`src/rtl/step_dispatcher.sv`:
```
// step_dispatcher: FIFO-buffered operand issuer for step_controller with a registered result stream
// Ports: clk, rst_n (synchronous, active-low); in_valid/in_ready/in_data operand stream;
//   ctl_start/ctl_data/ctl_done/ctl_result controller handshake;
//   out_valid/out_ready/out_data/out_err result stream; busy (FSM not idle); count (FIFO occupancy).
// Option macro STEP_DISPATCH_TIMEOUT_EN: WAIT watchdog aborts a job after TIMEOUT cycles with out_err=1.
module step_dispatcher #(
  parameter int DATA_W = 8,
  parameter int DEPTH = 4,
  parameter int TIMEOUT = 64
) (
  input  logic clk,
  input  logic rst_n,
  input  logic in_valid,
  output logic in_ready,
  input  logic [DATA_W-1:0] in_data,
  output logic ctl_start,
  output logic [DATA_W-1:0] ctl_data,
  input  logic ctl_done,
  input  logic [DATA_W-1:0] ctl_result,
  output logic out_valid,
  input  logic out_ready,
  output logic [DATA_W-1:0] out_data,
  output logic out_err,
  output logic busy,
  output logic [$clog2(DEPTH):0] count
);
  localparam int AW = $clog2(DEPTH);
  localparam logic [1:0] S_IDLE = 2'd0, S_ISSUE = 2'd1, S_WAIT = 2'd2, S_OUT = 2'd3;
  localparam logic [AW:0] L_FULL = (AW+1)'(DEPTH);
  logic [1:0] r_state;
  logic [DATA_W-1:0] r_mem [DEPTH];
  logic [AW-1:0] r_wp, r_rp;
  logic [AW:0] r_count;
  logic [DATA_W-1:0] r_ctl_data, r_out_data;
  logic w_push, w_pop, w_timeout, w_finish;
  // in_ready comes from the registered count, so a full FIFO refuses even on a pop edge
  assign w_push = in_valid && in_ready;
  assign w_pop = r_state == S_IDLE && r_count != '0;
  assign w_finish = r_state == S_WAIT && (ctl_done || w_timeout);
  assign in_ready = r_count < L_FULL;
  assign ctl_start = r_state == S_ISSUE;
  assign ctl_data = r_ctl_data;
  assign out_valid = r_state == S_OUT;
  assign out_data = r_out_data;
  assign busy = r_state != S_IDLE;
  assign count = r_count;
  always_ff @(posedge clk)
    if (w_push) r_mem[r_wp] <= in_data;
  always_ff @(posedge clk) begin
    if (!rst_n) begin
      r_state <= S_IDLE;
      r_wp <= '0;
      r_rp <= '0;
      r_count <= '0;
      r_ctl_data <= '0;
      r_out_data <= '0;
    end else begin
      r_wp <= r_wp + AW'(w_push);
      r_rp <= r_rp + AW'(w_pop);
      r_count <= r_count + (AW+1)'(w_push) - (AW+1)'(w_pop);
      if (w_pop) r_ctl_data <= r_mem[r_rp];
      // a real completion wins over a watchdog expiry on the same edge
      if (w_finish) r_out_data <= ctl_done ? ctl_result : '1;
      case (r_state)
        S_IDLE:  if (w_pop) r_state <= S_ISSUE;
        S_ISSUE: r_state <= S_WAIT;
        S_WAIT:  if (w_finish) r_state <= S_OUT;
        default: if (out_ready) r_state <= S_IDLE;
      endcase
    end
  end
`ifdef STEP_DISPATCH_TIMEOUT_EN
  localparam int TW = $clog2(TIMEOUT + 1);
  logic [TW-1:0] r_wd;
  logic r_out_err;
  // r_wd counts completed WAIT cycles; expiry on the TIMEOUT-th one
  assign w_timeout = r_state == S_WAIT && r_wd == TW'(TIMEOUT - 1);
  assign out_err = r_out_err;
  always_ff @(posedge clk) begin
    if (!rst_n) begin
      r_wd <= '0;
      r_out_err <= 1'b0;
    end else begin
      r_wd <= r_state == S_WAIT ? r_wd + 1'b1 : '0;
      if (w_finish) r_out_err <= !ctl_done;
    end
  end
`else
  assign w_timeout = 1'b0;
  assign out_err = 1'b0;
`endif
endmodule

```
`config.mk`:
```
export PLATFORM = sky130hd
export DESIGN_NAME = step_dispatcher
export DESIGN_NICKNAME = d
export VERILOG_FILES = /design/src/rtl/step_dispatcher.sv
export SDC_FILE = /design/constraint.sdc
export NUM_CORES = 1
export LEC_CHECK = 0
export CAP_MARGIN = 40
export CORE_ASPECT_RATIO = 0.9
export CORE_UTILIZATION = 45
export DETAILED_ROUTE_END_ITERATION = 8
export PLACE_DENSITY_LB_ADDON = 0.08
export SLEW_MARGIN = 20
export SYNTH_ARGS = -nofsm -noshare
export SYNTH_HDL_FRONTEND = slang
export SYNTH_SLANG_ARGS = --single-unit
export TNS_END_PERCENT = 100
```
`constraint.sdc`:
```
create_clock -name clk -period 2.23 [get_ports clk]
set_input_delay 0.446 -clock clk [delete_from_list [all_inputs] [get_ports clk]]
set_output_delay 0.446 -clock clk [all_outputs]
set_load 0.01 [all_outputs]
```
* After elaboration in Yosys (flattened, before gate mapping)
Memory sizes are Yosys's and may differ from the RTL's. A register that Yosys moved wholly into a read port is not among the register bits.
Cells that the tools add are included.
** Word-level totals
- Output and inout port bits :: 24
- Logic and storage cells :: 32
- Memories kept :: 1
- Bits in registers :: 17
- Memory bits (writable) :: 32
- Input port bits :: 21
** Operators by class
- Equality and inequality tests :: 5
- Mux-type cells :: 7
- $add $sub $neg :: 4
- Reduce and logical (&&, ||, !) cells :: 9
- Order comparisons :: 1
** Memories
- r_mem :: words 4, bits a word 8, rd ports 1, clocked after Yosys merged registers in 1, wr ports 1, RTL line 31 : logic [DATA_W-1:0] r_mem [DEPTH];
** Operators with widths (number)
- 8-bit two-way mux :: 1
- 2-bit two-way mux :: 3
- 2-bit case mux with 3 select lines :: 1
- 2-bit by 1-bit adder with 2-bit output :: 2
- 2-bit equality test, second input constant :: 2
- 2-bit inequality test, second input constant :: 2
- 4-bit nonzero test :: 1
- 3-bit by 1-bit adder with 3-bit output :: 1
- 1-bit logical AND :: 3
- 3-bit < comparator, second input constant :: 1
- 3-bit AND reduction :: 1
- 3-bit nonzero test :: 1
- 3-bit by 1-bit subtractor with 3-bit output :: 1
- 2-bit by 1-bit equality test with 1-bit output, second input constant :: 1
- 2-bit logical NOT :: 1
- 1-bit two-way mux :: 2
- 2-bit nonzero test :: 1
- 1-bit logical NOT :: 1

* Depth between registers and ports, before layout
- Depth after elaboration :: 4
- Gate-level depth with buffers :: 10
- Depth with buffers taken out :: 10

* Worst setup path after synthesis
OpenSTA, ideal clock, no wires.
- Path type :: reg2reg
- Start :: reg r_state[0]
- End :: reg r_count[2] (netlist: count[2])
- Period minus slack after synthesis :: 2184 ps
- Library setup time :: 115 ps
- Setup slack :: 46 ps
- Arrival :: 2069 ps
- Data required time :: 2115 ps
- Buffers on the path :: 0
- Stages on the path, launching flop included :: 11
- Cell sequence :: dfxtp_1 inv_1 ha_1 o31a_1 ha_1 inv_1 ha_1 fa_1 xnor2_1 xnor2_1 and2_1
** Between the ends
- Cells in the longest elaborated chain, start to end :: 3
** Ends and longest elaborated chain
- from (decl) :: RTL line 30 : logic [1:0] r_state;
- from (signal assigned) :: RTL line 51 : r_state <= S_IDLE;
- from (signal assigned) :: RTL line 65 : S_IDLE: if (w_pop) r_state <= S_ISSUE;
- from (signal assigned) :: RTL line 66 : S_ISSUE: r_state <= S_WAIT;
- 2-bit logical NOT :: RTL line 38 : assign w_pop = r_state == S_IDLE && r_count != '0;
- 1-bit logical AND :: RTL line 38
- via w_pop :: RTL line 35 : logic w_push, w_pop, w_timeout, w_finish;
- 3-bit by 1-bit subtractor with 3-bit output :: RTL line 60 : r_count <= r_count + (AW+1)'(w_push) - (AW+1)'(w_pop);
- to (signal assigned) :: RTL line 60
- to (decl) :: RTL line 33 : logic [AW:0] r_count;
The timed path passes the listed nets, and every way through them passes these cells.
A chain may end at the register's enable or synchronous reset.

* Worst setup path in the final report
Ends and elaborated chain as after synthesis.

==> flow_summary.toml <==
[outcome]
status = "finished clean"

[cts]
clock-sinks = 57
clock_path_buffers = 2
cts_tree = "built"
cts_buffers = 9
cts_hold_buffers = 0
root_buffer = "clkbuf_8"
clk_pin_slew_ns = 0.06
clk_latency_ns = 0.32
h-tree-depth = 3

[sta]
finalCriticalPeriod_ns = 2.08
fmax_mhz = 480
worstMarginPinSlew_ns = 0.779
rsz0062_at_grt = "no"
slew_viol_final = 0
max_slew_margin_pct = 48.0
hold_viol_final = 0
fin_crit_sh_pct = 93.5
layout_setup_ws_ns = 0.146
setup_violations = 0
fin_skew_ns = 0.0102

[detailed_routing]
post_drt_wl_per_cell_um = 15.2
routed_wl_um = 4330
drc_errors = 0
drtIter0Drc = 94
firstDrtPassIters = 4
via_per_inst = 4.94
drtAntennaViolNets = 0
route.vias.total = 1407

[yosys]
synth-async-reset-ratio_pct = 0
syn-num-nets = 188
yosysTopAreaCell = "edfxtp_1"
synth.avg_cell_area_um2 = 14.4
dominantRegCellSynth = "edfxtp_1"
ys_seq_area_share_pct = 64.6
synth_most_common_cell = "edfxtp_1"
synth_edf_count = 32
synthTopCellsByCount = "32 x edfxtp_1, 25 x dfxtp_1, 14 x nand2_1"
yosysUniqueCellTypes = 28
synth.cell_area_um2 = 2260
synth_top_cell_area_share_pct = 42.5
synth_cells = 157
ys.warnings.count = 0
ys_seq_elements = 57
ys_top_cells_by_area = "edfxtp_1 43%, dfxtp_1 22%, mux4_2 8.0%"

[cells_and_area]
syn_to_final_growth_pct = 32.7
fin_cells = 285
final_area_um2 = 3000
drive_above_1_share_pct = 15.5
fill_cells = 402
diodes = 0
nets = 246

[hold_path]
holdCritPathClass = "reg -> reg"

[global_route]
grt_pass1_vias = 1498
grt_max_degree = 18
grt_use_total_pct = 18.9
met3_usage_pct = 8.95
top_usage_layer = "met2"
antenna_found_initial = 0
met2_usage_pct = 31.3
grt-ovfl-total = 0
grt_pass1_wl_um = 7200
globalRouteMet1Util_pct = 21.5

[floorplanning]
core_area_um2 = 4830
rows = 24
start_util_pct = 46.8
pin_count = 45
die_h_um = 69.2
fp.dieArea_um2 = 5310
die_w_um = 76.7

[pwr]
powerDensity_nw_per_um2 = 1120
vdd_drop_max_mv = 0.585
p_leak_nw = 1.12

[setup_path]
cp-end-kind = "flip-flop"
crit_fanout = 2
criticalPathCategory = "reg -> reg"
critical_path.startpoint_type = "flip-flop"
crit_required_ns = 2.45
arrival_ns = 2.30

[placement]
post-place-ws_ns = -0.168
detailed_place_hpwl_um = 3080
placed_area_um2 = 2810
portBuffers = 43
placed_cells = 268
place_congestion = 0.694

[run]
max_cap_viol_count = 0
==> kinds of logic after synthesis <==
group,share of synthesized area (%)
adders and majority gates,5.87
DFF,64.6
xor gates and xnor gates,1.55
and+or+nand+nor,8.08
AOI/OAI and AO/OA,6.86
muxes,8.85
buffers and inverters,3.98
other,0.166
==> area by class of cell <==
class | count | area (um^2) | share of cell area, %
flip-flops and latches | 57 | 1460 | 48.7
multi-input cells | 81 | 712 | 23.7
clock buffers | 11 | 131 | 4.38
repair buffers | 56 | 528 | 17.6
clock inverters | 5 | 47.5 | 1.59
well taps | 65 | 81.3 | 2.71
inverters | 10 | 37.5 | 1.25
==> registers in the layout, indices dropped and copies added (netlist names) <==
register and cells:
ctl_data 8, out_data 8, r_wp 2, r_mem 32, r_rp 2, r_state 2
count 3
==> cells in the final DEF (no fill, tap or decap), types with 2 or more instances in the layout <==
master and count:
a22o_1 8, mux4_2 8, nand2_1 14, xnor2_1 2, nor3_1 2, dfxtp_1 25
clkbuf_8 9, ha_1 9, xor2_1 2, mux2i_1 2, buf_4 13, edfxtp_1 32
a21boi_0 8, clkbuf_1 2, clkinv_2 2, clkdlybuf4s50_1 43, inv_1 10, clkinv_1 2
nand3_1 8, and2_1 8
==> where the power goes <==
part,switching [W],internal [W]
Clock,0.000365,0.000505
Sequential,0.000133,0.00131
Combinational,0.000448,0.000612
Total,0.000946,0.00242
==> what timing repair did <==
item                                    in CTS  in global routing
gates resized for setup                      0                  1
setup buffers                                0                  1
endpoints found under the setup margin       0                  1
==> path summary, 6_finish.rpt <==
path               start     endpoint  slack, ns  cells past startpoint
max reg2reg   r_state[0]     count[2]       0.15                     10
min reg2reg  out_data[1]  out_data[1]       0.46                      2
min          out_data[1]  out_data[1]       0.46                      2
max           r_state[0]     count[2]       0.15                     10
==> critical path, stage by stage (launching register included) <==
cell and delay, ns:
dfxtp_1 0.32, inv_1 0.06, ha_1 0.21, o31a_1 0.13
ha_1 0.28, inv_1 0.04, ha_1 0.19, fa_2 0.34
xnor2_1 0.14, xnor2_1 0.12, and2_1 0.15
==> metrics by stage <==
step	total power [W]	hold WS (ns)	setup TNS (ns)	utilization (%)
floorplan	0.00205	0.483	0	-
global placement	0.00246	0.450	-0.0957	58.1
detailed placement	0.00251	0.460	-0.168	58.1
CTS	0.00339	0.465	0	61.8
global route	0.00357	0.485	0	62.0
finish	0.00337	0.460	0	62.0
==> layer usage <==
layer  vias up  share of wire, %
li1        683                 -
met1       683                42
met2        35                52
met3         6               4.6
met4         0               1.3
met5         -                 0
Note: power is estimated with default switching activity, not from simulation.
